$ cat config.mk
export PLATFORM = sky130hd
export DESIGN_NAME = matmul_c_drain_flat
export DESIGN_NICKNAME = d
export VERILOG_FILES = /design/src/rtl/matmul_c_drain_if.sv /design/src/rtl/matmul_c_drain.sv /design/src/flat_wrapper.sv
export SDC_FILE = /design/constraint.sdc
export NUM_CORES = 1
export LEC_CHECK = 0
export ABC_AREA = 1
export CORE_UTILIZATION = 54
export CTS_CLUSTER_DIAMETER = 80
export CTS_CLUSTER_SIZE = 25
export DETAILED_ROUTE_END_ITERATION = 12
export GPL_TIMING_DRIVEN = 0
export PLACE_DENSITY_LB_ADDON = 0.1
export SLEW_MARGIN = 20
export SYNTH_ARGS = -nofsm -noshare
export SYNTH_HDL_FRONTEND = slang
export SYNTH_SLANG_ARGS = --single-unit
$ cat constraint.sdc
create_clock -name clk -period 5.16 [get_ports clk]
set_clock_uncertainty 0.1 [all_clocks]
set_input_delay 1.032 -clock clk [delete_from_list [all_inputs] [get_ports clk]]
set_output_delay 1.032 -clock clk [all_outputs]
set_load 0.005 [all_outputs]
$ cat src/rtl/matmul_c_drain_if.sv
// ----------------------------------------------------------------------------
// matmul_c_drain_if
// Row output stream of the C-matrix drain stage.
//
// Signals
//   out_data   one row of C, lane j = bits [j*DWIDTH +: DWIDTH]
//   out_valid  producer has a row on out_data/out_row/out_last
//   out_ready  consumer can accept a row
//   out_row    row index of the current beat
//   out_last   current beat is the last valid row of this drain
//
// Handshake: a beat transfers on a rising clk edge where out_valid && out_ready.
// Once out_valid is high it stays high, and out_data/out_row/out_last stay
// stable, until that transfer happens. out_valid never depends on out_ready.
//
// Modports
//   master  the drain stage (drives the payload, samples out_ready)
//   slave   the consumer (samples the payload, drives out_ready)
// ----------------------------------------------------------------------------
interface matmul_c_drain_if #(
    parameter int DWIDTH       = 8,
    parameter int MAT_MUL_SIZE = 4
);
    localparam int RW = (MAT_MUL_SIZE > 1) ? $clog2(MAT_MUL_SIZE) : 1;

    logic [MAT_MUL_SIZE*DWIDTH-1:0] out_data;
    logic                           out_valid;
    logic                           out_ready;
    logic [RW-1:0]                  out_row;
    logic                           out_last;

    modport master (
        output out_data,
        output out_valid,
        output out_row,
        output out_last,
        input  out_ready
    );

    modport slave (
        input  out_data,
        input  out_valid,
        input  out_row,
        input  out_last,
        output out_ready
    );
endinterface

$ cat src/rtl/matmul_c_drain.sv
// ----------------------------------------------------------------------------
// matmul_c_drain
// Reads result matrix C out of the C BRAM external port, one row per BRAM
// word, and emits each valid row on a valid/ready stream. Rows with a clear
// row-mask bit are skipped; lanes with a clear column-mask bit are zeroed.
// A 2-entry buffer absorbs the BRAM's 1-cycle read latency under backpressure.
//
// Ports
//   clk, reset             clock; synchronous active-high reset
//   start                  one-cycle pulse, begins a drain (IDLE only)
//   clear_done             returns DONE to IDLE
//   address_mat_c          BRAM address of row 0 (sampled at start)
//   address_stride_c       address step between rows (sampled at start)
//   validity_mask_a_rows   bit i: row i valid (sampled at start)
//   validity_mask_b_cols   bit j: lane j valid (sampled at start)
//   bram_addr_c_ext        BRAM read address (holds when no read is issued)
//   bram_rdata_c_ext       BRAM read data, valid the cycle after the address
//   bram_wdata_c_ext       constant 0
//   bram_we_c_ext          constant 0, this block never writes
//   o_out_if               row output stream (master side)
//   busy                   high in RUN
//   done                   high in DONE
//   o_dbg_state            current FSM state (0 IDLE, 1 RUN, 2 DONE)
// ----------------------------------------------------------------------------
module matmul_c_drain #(
    parameter int DWIDTH            = 8,
    parameter int AWIDTH            = 11,
    parameter int MAT_MUL_SIZE      = 4,
    parameter int ADDR_STRIDE_WIDTH = 8
) (
    input  logic                           clk,
    input  logic                           reset,
    input  logic                           start,
    input  logic                           clear_done,
    input  logic [AWIDTH-1:0]              address_mat_c,
    input  logic [ADDR_STRIDE_WIDTH-1:0]   address_stride_c,
    input  logic [MAT_MUL_SIZE-1:0]        validity_mask_a_rows,
    input  logic [MAT_MUL_SIZE-1:0]        validity_mask_b_cols,
    output logic [AWIDTH-1:0]              bram_addr_c_ext,
    input  logic [MAT_MUL_SIZE*DWIDTH-1:0] bram_rdata_c_ext,
    output logic [MAT_MUL_SIZE*DWIDTH-1:0] bram_wdata_c_ext,
    output logic [MAT_MUL_SIZE-1:0]        bram_we_c_ext,
    matmul_c_drain_if.master               o_out_if,
    output logic                           busy,
    output logic                           done,
    output logic [1:0]                     o_dbg_state
);
    localparam int LW = MAT_MUL_SIZE * DWIDTH;
    localparam int RW = (MAT_MUL_SIZE > 1) ? $clog2(MAT_MUL_SIZE) : 1;

    typedef enum logic [1:0] {
        S_IDLE = 2'd0,
        S_RUN  = 2'd1,
        S_DONE = 2'd2
    } state_t;

    state_t                        r_state;
    logic                          r_busy;
    logic                          r_done;
    logic [AWIDTH-1:0]             r_base;
    logic [ADDR_STRIDE_WIDTH-1:0]  r_stride;
    logic [MAT_MUL_SIZE-1:0]       r_row_mask;
    logic [MAT_MUL_SIZE-1:0]       r_col_mask;
    logic [MAT_MUL_SIZE-1:0]       r_pending;      // valid rows not yet read
    logic [AWIDTH-1:0]             r_addr_hold;
    logic                          r_inflight;     // read issued last cycle
    logic [RW-1:0]                 r_inflight_row;
    logic                          r_inflight_last;
    logic [LW-1:0]                 r_fifo_data [2];
    logic [RW-1:0]                 r_fifo_row  [2];
    logic                          r_fifo_last [2];
    logic                          r_wr_ptr;
    logic                          r_rd_ptr;
    logic [1:0]                    r_count;

    logic [RW-1:0]                 w_sel_row;
    logic [MAT_MUL_SIZE-1:0]       w_sel_onehot;
    logic [MAT_MUL_SIZE-1:0]       w_pending_next;
    logic                          w_sel_last;
    logic                          w_issue;
    logic                          w_push;
    logic                          w_pop;
    logic                          w_head_last;
    logic [AWIDTH-1:0]             w_issue_addr;
    logic [AWIDTH-1:0]             w_bram_addr;
    logic [LW-1:0]                 w_push_data;

    // Lowest pending row; the loop runs high to low so the lowest set bit wins.
    always_comb begin
        w_sel_row    = '0;
        w_sel_onehot = '0;
        for (int i = MAT_MUL_SIZE - 1; i >= 0; i--) begin
            if (r_pending[i]) begin
                w_sel_row    = RW'(i);
                w_sel_onehot = MAT_MUL_SIZE'(1) << i;
            end
        end
    end

    // Rows are read in ascending order, so the selected row is the last valid
    // row exactly when nothing remains pending after it.
    assign w_pending_next = r_pending & ~w_sel_onehot;
    assign w_sel_last     = (w_pending_next == '0);

    // Slot accounting uses the registered count: a pop this cycle frees its
    // slot only next cycle, so the buffer can never overflow.
    assign w_issue = !reset && (r_state == S_RUN) && (r_pending != '0) &&
                     (({1'b0, r_count} + {2'b00, r_inflight}) < 3'd2);

    // Row address wraps modulo 2^AWIDTH.
    assign w_issue_addr = r_base + AWIDTH'(r_stride) * AWIDTH'(w_sel_row);
    assign w_bram_addr  = w_issue ? w_issue_addr : r_addr_hold;

    assign w_push      = r_inflight;
    assign w_pop       = (r_count != 2'd0) && o_out_if.out_ready;
    assign w_head_last = r_fifo_last[r_rd_ptr];

    always_comb begin
        w_push_data = '0;
        for (int j = 0; j < MAT_MUL_SIZE; j++) begin
            w_push_data[j*DWIDTH +: DWIDTH] =
                r_col_mask[j] ? bram_rdata_c_ext[j*DWIDTH +: DWIDTH] : '0;
        end
    end

    always_ff @(posedge clk) begin
        if (reset) begin
            r_state         <= S_IDLE;
            r_busy          <= 1'b0;
            r_done          <= 1'b0;
            r_base          <= '0;
            r_stride        <= '0;
            r_row_mask      <= '0;
            r_col_mask      <= '0;
            r_pending       <= '0;
            r_addr_hold     <= '0;
            r_inflight      <= 1'b0;
            r_inflight_row  <= '0;
            r_inflight_last <= 1'b0;
            r_wr_ptr        <= 1'b0;
            r_rd_ptr        <= 1'b0;
            r_count         <= 2'd0;
            for (int k = 0; k < 2; k++) begin
                r_fifo_data[k] <= '0;
                r_fifo_row[k]  <= '0;
                r_fifo_last[k] <= 1'b0;
            end
        end else begin
            r_addr_hold <= w_bram_addr;
            r_inflight  <= w_issue;
            if (w_issue) begin
                r_inflight_row  <= w_sel_row;
                r_inflight_last <= w_sel_last;
                r_pending       <= w_pending_next;
            end

            if (w_push) begin
                r_fifo_data[r_wr_ptr] <= w_push_data;
                r_fifo_row[r_wr_ptr]  <= r_inflight_row;
                r_fifo_last[r_wr_ptr] <= r_inflight_last;
                r_wr_ptr              <= ~r_wr_ptr;
            end
            if (w_pop) begin
                r_rd_ptr <= ~r_rd_ptr;
            end
            r_count <= r_count + 2'(w_push) - 2'(w_pop);

            case (r_state)
                S_IDLE: begin
                    if (start) begin
                        r_state    <= S_RUN;
                        r_busy     <= 1'b1;
                        r_base     <= address_mat_c;
                        r_stride   <= address_stride_c;
                        r_row_mask <= validity_mask_a_rows;
                        r_col_mask <= validity_mask_b_cols;
                        r_pending  <= validity_mask_a_rows;
                    end
                end
                S_RUN: begin
                    // An empty row mask has nothing to emit and finishes at once.
                    if ((r_row_mask == '0) || (w_pop && w_head_last)) begin
                        r_state <= S_DONE;
                        r_busy  <= 1'b0;
                        r_done  <= 1'b1;
                    end
                end
                S_DONE: begin
                    if (clear_done) begin
                        r_state <= S_IDLE;
                        r_done  <= 1'b0;
                    end
                end
                default: begin
                    r_state <= S_IDLE;
                    r_busy  <= 1'b0;
                    r_done  <= 1'b0;
                end
            endcase
        end
    end

    assign bram_addr_c_ext  = w_bram_addr;
    assign bram_wdata_c_ext = '0;
    assign bram_we_c_ext    = '0;

    assign o_out_if.out_valid = (r_count != 2'd0);
    assign o_out_if.out_data  = r_fifo_data[r_rd_ptr];
    assign o_out_if.out_row   = r_fifo_row[r_rd_ptr];
    assign o_out_if.out_last  = r_fifo_last[r_rd_ptr];

    assign busy        = r_busy;
    assign done        = r_done;
    assign o_dbg_state = r_state;
endmodule

$ cat src/flat_wrapper.sv
// flat-port wrapper written by rule: the top's interface ports become plain ports
module matmul_c_drain_flat 
#(
    parameter int DWIDTH            = 8,
    parameter int AWIDTH            = 11,
    parameter int MAT_MUL_SIZE      = 4,
    parameter int ADDR_STRIDE_WIDTH = 8
)
  (clk, reset, start, clear_done, address_mat_c, address_stride_c, validity_mask_a_rows, validity_mask_b_cols, bram_addr_c_ext, bram_rdata_c_ext, bram_wdata_c_ext, bram_we_c_ext, busy, done, o_dbg_state, o_out_if_out_data, o_out_if_out_valid, o_out_if_out_row, o_out_if_out_last, o_out_if_out_ready);
  matmul_c_drain_if #(.DWIDTH(DWIDTH), .MAT_MUL_SIZE(MAT_MUL_SIZE)) o_out_if_i ();
  input  logic clk;
  input  logic reset;
  input  logic start;
  input  logic clear_done;
  input  logic [AWIDTH-1:0] address_mat_c;
  input  logic [ADDR_STRIDE_WIDTH-1:0] address_stride_c;
  input  logic [MAT_MUL_SIZE-1:0] validity_mask_a_rows;
  input  logic [MAT_MUL_SIZE-1:0] validity_mask_b_cols;
  output logic [AWIDTH-1:0] bram_addr_c_ext;
  input  logic [MAT_MUL_SIZE*DWIDTH-1:0] bram_rdata_c_ext;
  output logic [MAT_MUL_SIZE*DWIDTH-1:0] bram_wdata_c_ext;
  output logic [MAT_MUL_SIZE-1:0] bram_we_c_ext;
  output logic busy;
  output logic done;
  output logic [1:0] o_dbg_state;
  output wire logic [$bits(o_out_if_i.out_data)-1:0] o_out_if_out_data;
  output wire logic [$bits(o_out_if_i.out_valid)-1:0] o_out_if_out_valid;
  output wire logic [$bits(o_out_if_i.out_row)-1:0] o_out_if_out_row;
  output wire logic [$bits(o_out_if_i.out_last)-1:0] o_out_if_out_last;
  input wire logic [$bits(o_out_if_i.out_ready)-1:0] o_out_if_out_ready;
  assign o_out_if_out_data = o_out_if_i.out_data;
  assign o_out_if_out_valid = o_out_if_i.out_valid;
  assign o_out_if_out_row = o_out_if_i.out_row;
  assign o_out_if_out_last = o_out_if_i.out_last;
  assign o_out_if_i.out_ready = o_out_if_out_ready;
  matmul_c_drain #(.DWIDTH(DWIDTH), .AWIDTH(AWIDTH), .MAT_MUL_SIZE(MAT_MUL_SIZE), .ADDR_STRIDE_WIDTH(ADDR_STRIDE_WIDTH)) u_core (.clk(clk), .reset(reset), .start(start), .clear_done(clear_done), .address_mat_c(address_mat_c), .address_stride_c(address_stride_c), .validity_mask_a_rows(validity_mask_a_rows), .validity_mask_b_cols(validity_mask_b_cols), .bram_addr_c_ext(bram_addr_c_ext), .bram_rdata_c_ext(bram_rdata_c_ext), .bram_wdata_c_ext(bram_wdata_c_ext), .bram_we_c_ext(bram_we_c_ext), .o_out_if(o_out_if_i), .busy(busy), .done(done), .o_dbg_state(o_dbg_state));
endmodule
==> run_results.csv <==
group,metric,value,unit
global_route,grtUsageMet1,0.3078,
layout,multiInputGateArea,0.002338,mm²
timing,timing.final.ws_setup,0.3125,ns
die,io_pins,151,
clock_network,clockBufferDepth,2,
timing,fin_setup_tns,0,ns
power_and_ir_drop,ir_drop,193.8,µV
global_route,grt.busiest_layer,"met2",
min_path,hold_depth,2,
route,num_vias,4917,
clock_network,cts_tree,"built",
clock_network,holdBufCountCts,0,
setup_path,path_class,"reg -> out",
clock_network,cts.clk_slew.worst_paths,0.05,ns
timing,rsz0062_at_grt,"false",
global_route,antenna_found_initial,0,
route,ant_nets,0,
die,die_x,108.7,µm
die,die_h,108.7,µm
clock_network,cts.sinks,125,
synth,yosysWarningCount,0,
route,drt-initial-drc-count,261,
place,dp_hpwl,9.870,mm
timing,report.final.slew_viol_count,0,
route,drcViolationCount,0,
layout,drive_gt1_frac,0.1625,
place,placed_cell_area,0.007652,mm²
clock_network,cts_buffers,17,
global_route,grt_pass1_wl,22.20,mm
route,wl,14.07,mm
timing,tightest_slew,0.6096,ns
die,start_util,0.5602,
place,dpl.cell_count,939,
synth,synthArstFlopShare,0,
setup_path,start_kind,"flip-flop",
synth,synth_edf_count,70,
layout,diodes,0,
clock_network,cts_root_buf,"clkbuf_16",
power_and_ir_drop,switchingPower,0.0007392,W
setup_path,cp_data_required_time,4.03,ns
synth,synthesis.area,0.006152,mm²
setup_path,r2r_cells,15,
min_path,hp-class,"reg -> reg",
global_route,use_met3,0.04483,
synth,syn_area_per_cell,9.494,µm²
power_and_ir_drop,power_density,357.8,mW/mm²
place,gp_congestion,0.8608,
route,firstDrtPassIters,5,
die,core,0.01098,mm²
global_route,grt_max_degree,25,
timing,hold_violations,0,
timing,relSlewSlack,0.5936,
place,dpl_worst_slack,0.4560,ns
layout,final_cell_area,0.008275,mm²
power_and_ir_drop,p_clk_frac,0.412,
layout,fin_cells,971,
timing,fin_hold_ws,0.3602,ns
global_route,grt_usage,0.2492,
synth,synth_cells,648,
timing,fin_crit,4.847,ns
global_route,grt_use_met2,0.4335,
clock_network,clock_latency,0.41,ns
synth,synth_ff_type,"edfxtp_1",
route,viasPerCell,5.064,
global_route,grt_overflow,0,
setup_path,rr_endpoint,"u_core.r_addr_hold[9]",
setup_path,rrSetupSlack,2.08,ns
global_route,grt_pass1_vias,4709,
clock_network,h-tree-depth,4,
setup_path,reg2reg_from,"u_core.r_pending[3]",
synth,ys_types,39,
run_status,status,"completed",
power_and_ir_drop,p_int,0.002221,W
power_and_ir_drop,combPwrFrac,0.200,
timing,period_share,0.9394,
min_path,min_from,"u_core.r_row_mask[1]",
route,wl_per_cell,14.49,µm
die,row_count,38,
layout,nNetsFinal,904,
timing,setup_viol,0,
power_and_ir_drop,swShare,0.2497,
setup_path,critPathCaptureType,"output port",
synth,ys_seq_area_frac,0.5206,
power_and_ir_drop,p_leak,3.557,nW
synth,synth-seq-cells,125,
die,die-area,0.01182,mm²
power_and_ir_drop,seq_power_share,0.388,
run,cap_violations,0,
layout,register_area,0.003203,mm²
setup_path,cp_data_arrival_time,3.72,ns
timing,max_freq,206.3,MHz
min_path,worstHoldEndpoint,"u_core.r_row_mask[1]",
setup_path,critPathMaxFanout,8,
place,portBuffers,114,
layout,nFillCells,804,
layout,area_growth,34.51,%
## routing by layer
| metal | share of wire | up-vias |
|---|---|---|
| li1 | - | 2420 |
| met1 | 0.41 | 2291 |
| met2 | 0.51 | 189 |
| met3 | 0.066 | 17 |
| met4 | 0.015 | 0 |
| met5 | 0 | - |
## power groups by stage
stage / combinational, W / clock (W) / sequential [W]
2_1_floorplan: 0.000329 / 0 / 0.00116
3_3_place_gp: 0.000573 / 0 / 0.00116
3_5_place_dp: 0.000584 / 0 / 0.00117
4_1_cts: 0.000590 / 0.00122 / 0.00115
5_1_grt: 0.000650 / 0.00128 / 0.00115
6_report: 0.000594 / 0.00122 / 0.00115
## registers in the layout, indices dropped and copies added, names as in the netlist, 2 cells and up, named ones only
signal,flops
u_core.r_stride,8
u_core.r_base,11
u_core.r_fifo_last,2
u_core.r_fifo_data,64
u_core.r_count,2
u_core.r_col_mask,4
u_core.r_fifo_row,4
u_core.r_pending,4
u_core.r_addr_hold,11
u_core.o_dbg_state,2
u_core.r_inflight_row,2
u_core.r_row_mask,4
## synth_stat cells (2+ instances only)
library cell / count / area [µm²]
nor2_1: 43 / 161.4
and2_1: 3 / 18.77
o211ai_1: 2 / 15.01
nor2_2: 3 / 18.77
xnor2_1: 3 / 26.28
buf_2: 15 / 75.07
nand3_1: 20 / 100.1
clkinv_1: 5 / 18.77
or2_0: 3 / 18.77
mux2_2: 34 / 382.9
ha_1: 13 / 162.7
fa_1: 8 / 160.2
dfxtp_1: 55 / 1101
edfxtp_1: 70 / 2102
nand2_1: 77 / 289.0
a21oi_1: 39 / 195.2
nor3_1: 64 / 320.3
o21ai_0: 34 / 170.2
buf_4: 37 / 277.8
clkbuf_1: 10 / 37.54
o21ai_1: 2 / 10.01
inv_1: 89 / 334.1
nand2_2: 3 / 18.77
## what timing repair did
action                                 4_1_cts  5_1_grt
gates resized for setup                      0        3
endpoints found under the hold margin        0        0
setup buffers                                0        1
setup endpoints to repair                    0        5
## how the worst max path moves through the flow
stage / from / end
2_1_floorplan: u_core.r_pending[3] / bram_addr_c_ext[7]
3_3_place_gp: u_core.r_pending[3] / bram_addr_c_ext[5]
3_5_place_dp: u_core.r_pending[3] / bram_addr_c_ext[5]
4_1_cts: u_core.r_pending[3] / bram_addr_c_ext[5]
5_1_grt: u_core.r_pending[0] / bram_addr_c_ext[9]
6_report: u_core.r_pending[3] / bram_addr_c_ext[5]
## cell usage in the layout (no fill, tap or decap), types with 5 or more instances in the layout
| cell type | synthesis | layout |
|---|---|---|
| buf_2 | 15 | 15 |
| edfxtp_1 | 70 | 70 |
| clkinv_1 | 5 | 8 |
| clkbuf_16 | 0 | 17 |
| o21ai_0 | 34 | 34 |
| buf_4 | 37 | 38 |
| nor2_1 | 43 | 42 |
| nor3_1 | 64 | 64 |
| dfxtp_1 | 55 | 55 |
| nand2_1 | 77 | 75 |
| nand2_2 | 3 | 5 |
| clkdlybuf4s50_1 | 0 | 114 |
| conb_1 | 1 | 36 |
| mux2_2 | 34 | 34 |
| ha_1 | 13 | 13 |
| fa_1 | 8 | 8 |
| clkbuf_1 | 10 | 10 |
| nand3_1 | 20 | 20 |
| a21oi_1 | 39 | 38 |
| inv_1 | 89 | 89 |
## logic make-up after synthesis
| kind of cell | count (synthesis) | synth area share |
|---|---|---|
| other | 1 | 0.0006095 |
| DFF | 125 | 0.5206 |
| AOI/OAI and AO/OA | 82 | 0.07037 |
| and+or+nand+nor | 223 | 0.1643 |
| xor gates and xnor gates | 4 | 0.005696 |
| buffers and inverters | 158 | 0.1237 |
| muxes | 34 | 0.06223 |
| adders and majority gates | 21 | 0.05247 |
## per-stage QoR
step                utilization  total power, W
finish                   0.7535        0.002961
global route             0.7535        0.003080
CTS                      0.7515        0.002961
detailed placement       0.6967        0.001750
global placement         0.6920        0.001736
floorplan                     -        0.001488
## worst max-delay path, stage by stage, from the launching register on
cell and delay (ns):
dfxtp_1 0.40, nand2_1 0.14, a21oi_4 0.29, inv_1 0.09
nor2_1 0.13, fa_1 0.43, ha_1 0.27, fa_1 0.41
nand3_1 0.10, nand2_1 0.12, xnor2_1 0.16, o21ai_0 0.22
clkdlybuf4s50_1 0.55
## area by class of cell
type                            count  area share
Clock inverter                     14     0.02132
Timing Repair Buffer              117      0.1445
Tap cell                          140     0.02117
Clock buffer                       17     0.05141
Multi-Input combinational cell    400      0.2826
Sequential cell                   125      0.3871
Buffer                             63     0.04853
Inverter                           95     0.04339
Note: power is estimated with default switching activity, not from simulation.
